## src/rtl/bcd_scan_display.sv

```systemverilog
`default_nettype none
// ============================================================================
// Module   : bcd_scan_display
// Brief    : Scans NDIG ripple-counter BCD digits onto a shared active-low
//            7-segment bus, with glitch filtering and invalid-digit flagging.
// Revision : 1.0 - initial release
// ============================================================================
module bcd_scan_display #(
    parameter int NDIG        = 4,
    parameter int SCAN_DIV    = 1000,
    parameter int SYNC_STAGES = 2
) (
    input  logic                clk,
    input  logic                reset,
    input  logic [4*NDIG-1:0]   digit_in,
    input  logic                blank_lz,
    output logic [6:0]          seg,
    output logic [NDIG-1:0]     an,
    output logic                dig_err,
    output logic                upd
);

    localparam int         W        = 4 * NDIG;
    localparam int         IDX_W    = (NDIG > 1) ? $clog2(NDIG) : 1;
    localparam int         PRE_W    = $clog2(SCAN_DIV);
    localparam logic [6:0] SEG_OFF  = 7'h7F;
    localparam logic [6:0] SEG_DASH = 7'b0111111;

    logic [W-1:0]     sync_ff [SYNC_STAGES];
    logic [W-1:0]     sync_q;
    logic [W-1:0]     prev_sync;
    logic [W-1:0]     held;
    logic [PRE_W-1:0] presc;
    logic [IDX_W-1:0] idx;
    logic             pre_tc;
    logic [3:0]       cur_dig;
    logic             cur_blank;
    logic             any_bad;

    function automatic logic [6:0] bcd_to_seg(input logic [3:0] d);
        logic [6:0] s;
        case (d)
            4'd0:    s = 7'b1000000;
            4'd1:    s = 7'b1111001;
            4'd2:    s = 7'b0100100;
            4'd3:    s = 7'b0110000;
            4'd4:    s = 7'b0011001;
            4'd5:    s = 7'b0010010;
            4'd6:    s = 7'b0000010;
            4'd7:    s = 7'b1111000;
            4'd8:    s = 7'b0000000;
            4'd9:    s = 7'b0010000;
            default: s = SEG_DASH;
        endcase
        return s;
    endfunction

    // Ripple outputs are asynchronous to clk; every bit gets its own chain.
    always_ff @(posedge clk or negedge reset) begin
        if (!reset) begin
            for (int i = 0; i < SYNC_STAGES; i++) begin
                sync_ff[i] <= '0;
            end
        end else begin
            sync_ff[0] <= digit_in;
            for (int i = 1; i < SYNC_STAGES; i++) begin
                sync_ff[i] <= sync_ff[i-1];
            end
        end
    end

    assign sync_q = sync_ff[SYNC_STAGES-1];

    // A word must be seen on two consecutive cycles before it is accepted,
    // so single-cycle ripple transients never reach the held set.
    always_ff @(posedge clk or negedge reset) begin
        if (!reset) begin
            prev_sync <= '0;
            held      <= '0;
            upd       <= 1'b0;
        end else begin
            prev_sync <= sync_q;
            if ((sync_q == prev_sync) && (sync_q != held)) begin
                held <= sync_q;
                upd  <= 1'b1;
            end else begin
                upd  <= 1'b0;
            end
        end
    end

    assign pre_tc = (presc == PRE_W'(SCAN_DIV - 1));

    always_ff @(posedge clk or negedge reset) begin
        if (!reset) begin
            presc <= '0;
            idx   <= '0;
        end else begin
            if (pre_tc) begin
                presc <= '0;
                if (idx == IDX_W'(NDIG - 1)) begin
                    idx <= '0;
                end else begin
                    idx <= idx + 1'b1;
                end
            end else begin
                presc <= presc + 1'b1;
            end
        end
    end

    // Digit k is blank when it and everything above it is zero.
    always_comb begin
        cur_dig   = 4'd0;
        cur_blank = 1'b0;
        any_bad   = 1'b0;
        for (int k = 0; k < NDIG; k++) begin
            if (idx == IDX_W'(k)) begin
                cur_dig   = held[4*k +: 4];
                cur_blank = blank_lz && (k != 0) && ((held >> (4*k)) == '0);
            end
            if (held[4*k +: 4] > 4'd9) begin
                any_bad = 1'b1;
            end
        end
    end

    always_ff @(posedge clk or negedge reset) begin
        if (!reset) begin
            seg     <= SEG_OFF;
            an      <= '1;
            dig_err <= 1'b0;
        end else begin
            seg     <= cur_blank ? SEG_OFF : bcd_to_seg(cur_dig);
            an      <= ~(NDIG'(1) << idx);
            dig_err <= any_bad;
        end
    end

endmodule
`default_nettype wire

```

## config.mk

```make
export PLATFORM = sky130hd
export DESIGN_NAME = bcd_scan_display
export DESIGN_NICKNAME = d
export VERILOG_FILES = /design/src/rtl/bcd_scan_display.sv
export SDC_FILE = /design/constraint.sdc
export NUM_CORES = 1
export LEC_CHECK = 0
export ABC_CLOCK_PERIOD_IN_PS = 2700
export CAP_MARGIN = 20
export CORE_AREA = 3 3 81 83
export DETAILED_ROUTE_END_ITERATION = 8
export DIE_AREA = 0 0 84 86
export DONT_BUFFER_PORTS = 1
export PLACE_DENSITY = 0.74
export SETUP_SLACK_MARGIN = 0.4
export SYNTH_ARGS = -nofsm -noshare
export SYNTH_HDL_FRONTEND = slang
export SYNTH_SLANG_ARGS = --single-unit
```

## constraint.sdc

```tcl
create_clock -name clk -period 2.7 [get_ports clk]
set_clock_uncertainty 0.05 [all_clocks]
set_input_delay 0.27 -clock clk [delete_from_list [all_inputs] [get_ports clk]]
set_output_delay 0.27 -clock clk [all_outputs]
set_load 0.02 [all_outputs]
```

==> impl_metrics.py <==
metrics = {
    "setup_path": {
        "timing.critical_path.mode_cell": "inv_2",
        "critPathTopFamily": "compound AO/OA/AOI/OAI gates",
        "timing.setup.critical_path_class": "flop to flop",
        "critPathMaxStageDelay_ns": 0.42,
        "timing.critical_path.fanout_max": 4,
        "worstPathCellList": "inv_2 > ha_4 > nor2b_2 > a221o_1 > a22oi_2 > inv_2 > ha_2 > or3b_1 > a21o_1",
        "critical_path_required_ns": 2.93,
        "worstSetupEndpointType": "flop",
        "start_kind": "flop",
        "slowest_library_cell_on_the_worst_path": "dfrtp_2",
        "arrival_ns": 2.49,
        "critical_path.n_buffers_inverters": 2,
    },
    "status": {
        "outcome": "finished with violations",
        "failed_checks": "negative hold slack",
    },
    "synth": {
        "synthesis.nets": 278,
        "syn-cell-area_sq_um": 3480,
        "synth_edf_count": 0,
        "synth_seq_cells": 89,
        "synth_sequential_area_ratio_pct": 64.4,
        "synth_top_area_share_pct": 56.1,
        "top_ff_cell_synth": "dfrtp_1",
        "synth_adder_area_share_pct": 2.16,
        "synth.lib_cells_used.distinct": 37,
        "synth_top_family_by_area": "XOR/XNOR gates",
        "synth_top_area_cell": "dfrtp_1",
        "synth.area.mux_share_pct": 5.82,
        "ys.warnings.count": 0,
        "synthesized_area_fraction_occupied_by_ao_oa_aoi_and_oai_cells_pct": 6.54,
        "synth_xor_area_share_pct": 9.81,
        "async_reset_ff_share_pct": 100,
        "synthesis.instances": 253,
        "synthesis.area_per_instance_sq_um": 13.8,
        "simple_gate_portion_of_the_synthesized_area_pct": 8.81,
        "synth_top_cells_by_area": "dfrtp_1, dfstp_2, mux2_2, xnor2_1, xor2_1",
    },
    "power_and_ir_drop": {
        "static-leakage-power_uw": 0.00174,
        "vdd_drop_max_mv": 0.496,
        "power-per-cell-area_nw_per_um2": 587,
        "finalPower_uw": 2380,
    },
    "cells_and_area": {
        "syn_to_final_growth_pct": 16.5,
        "drive_above_1_share_pct": 25.1,
        "fillCellCount": 389,
        "ant_cells": 0,
        "finalNetCount": 310,
        "mostFrequentLayoutCells": "dfrtp_1, xnor2_1, xor2_1",
        "layout_commonest_cell": "dfrtp_1",
    },
    "floorplanning": {
        "rows": 28,
        "fp.dieArea_sq_um": 7220,
        "io_pins": 32,
        "floorplan.core_area_sq_um": 5920,
        "die_w_microns": 84,
        "chipHeight_microns": 86,
        "initial_util_pct": 58.8,
    },
    "clocking": {
        "cts-buffers-inserted": 9,
        "holdBufCountCts": 16,
        "ctsHtreeMaxLevel": 3,
        "clk_root_buffer_cell": "clkbuf_8",
        "clk_latency_ns": 0.35,
        "cts.clk_slew.worst_paths_ns": 0.08,
        "clock_sinks": 89,
        "cts_tree": "built",
        "cts-root-to-sink-buffers": 2,
    },
    "routing": {
        "routed_via_density": 5.51,
        "drt_drc_violations_left": 0,
        "dr.pass1.iters": 4,
        "dr_total_vias": 1996,
        "drt.antenna.violating_nets": 0,
        "detail_route.iter0.violations": 72,
        "wirelength_microns": 5680,
        "wire_per_inst_microns": 15.7,
    },
    "grt": {
        "gr-total-overflow": 0,
        "global_route_wire_length_before_repair_microns": 9690,
        "number_of_global_route_vias_before_repair": 2090,
        "maximum_number_of_pins_on_one_net_before_global_route_repair": 90,
        "globalRouteTotalUtil_pct": 17.3,
        "antenna_found_initial": 0,
    },
    "timing": {
        "slew-limit-headroom_pct": 63.7,
        "period_minus_slack_ns": 2.26,
        "finalHoldViolations": 89,
        "report.final.setup_viol": 0,
        "max_clock_freq_mhz": 442,
        "rsz0062_at_grt": "yes",
        "fin_hold_ws_ns": -0.441,
        "report.final.slew_viol_count": 0,
        "finalSetupTns_ns": 0,
        "slew_at_the_pin_with_the_worst_max_slew_slack_ns": 0.538,
        "final.period_utilization_pct": 83.8,
    },
    "run": {
        "maxCapViolations": 0,
    },
    "placement": {
        "io_buffers": 0,
        "gp_congestion": 0.830,
        "place_hpwl_microns": 3620,
    },
    "worst_hold_path": {
        "hold_path_class": "input pin to asynchronous set/reset pin",
    },
}
-- what timing repair did --
item                                   4_1_cts  5_1_grt
endpoints found under the hold margin      105       89
pin swaps                                    3        3
resized for setup                            7       13
setup endpoints to repair                    2       15
setup buffers                                5        2
-- cell usage after synthesis (2+ instances only) --
library cell  instances
nor4_1                8
mux2_2               18
xor2_1               19
a21o_1                2
ha_1                  6
dfrtp_1              78
a221oi_2              2
buf_6                 3
nand3b_1              3
o21ai_0               7
nand2_1               6
o21bai_1              2
nor3b_1               2
a211oi_1              2
o21a_1                2
nor2_1               14
a221o_1               2
nand4_1               6
a21oi_1               7
inv_1                11
dfstp_2              11
nand3_1               8
xnor2_1              20
-- sequential cells by signal (all words and copies together), names as in the netlist, 2 cells and up --
| name | cells |
|---|---|
| sync_q | 16 |
| held | 16 |
| idx | 2 |
| prev_sync | 16 |
| sync_ff | 16 |
| an | 4 |
| presc | 10 |
| seg | 7 |
-- final timing paths --
path	cells past startpoint	from	end	slack, ns
worst max-delay path	9	idx[0]	seg[5]	0.44
worst min-delay path	0	reset	upd	-0.44
worst max register to register	9	idx[0]	seg[5]	0.44
worst min register to register	0	sync_ff[25]	sync_q[9]	0.30
max in group asynchronous	0	reset	an[0]	2.84
min in group clk	3	blank_lz	seg[5]	0.28
-- per-stage QoR --
step | utilization (%) | cell area (sq um) | std cells | hold WS, ns | setup WS, ns
2_1_floorplan | - | 3480 | 253 | -0.0756 | 0.454
3_3_place_gp | 59.9 | 3550 | 326 | -0.0735 | 0.383
3_5_place_dp | 59.9 | 3550 | 326 | -0.0737 | 0.288
4_1_cts | 66.9 | 3960 | 360 | -0.457 | 0.417
5_1_grt | 68.5 | 4060 | 362 | -0.475 | 0.351
6_report | 68.5 | 4060 | 362 | -0.441 | 0.439
-- layout make-up --
class / instances / area [sq um] / area share, %
sequential: 89 / 2240 / 55.3
multi-input combinational: 148 / 1250 / 30.8
timing repair buffer: 25 / 228 / 5.62
clock buffer: 10 / 128 / 3.15
tap: 75 / 93.8 / 2.31
clock inverter: 3 / 68.8 / 1.70
inverter: 12 / 45.0 / 1.11
-- per-layer routing --
layer  global-route usage [%]  up-vias  part of all wire [%]
met5                        0        -                     0
met2                     28.4       40                    48
met1                     21.3     1003                    46
li1                         -      943                     -
met3                     6.44       10                   4.2
met4                     5.99        0                   1.9
-- cell families (layout without fill, tap and decap cells) --
family,Yosys count,count (layout)
AO/OA/AOI/OAI,31,31
flip-flops,89,89
buffers and inverters,16,50
adder cells (fa/ha/maj),6,6
AND/OR/NAND/NOR,54,54
XOR/XNOR,39,39
multiplexers,18,18
-- report_power, final --
part           switching (uW)  internal, uW
clock network             424           508
registers                26.6          1370
logic                    17.3          35.8
total                     468          1910
Note: power is estimated with default switching activity, not from simulation.
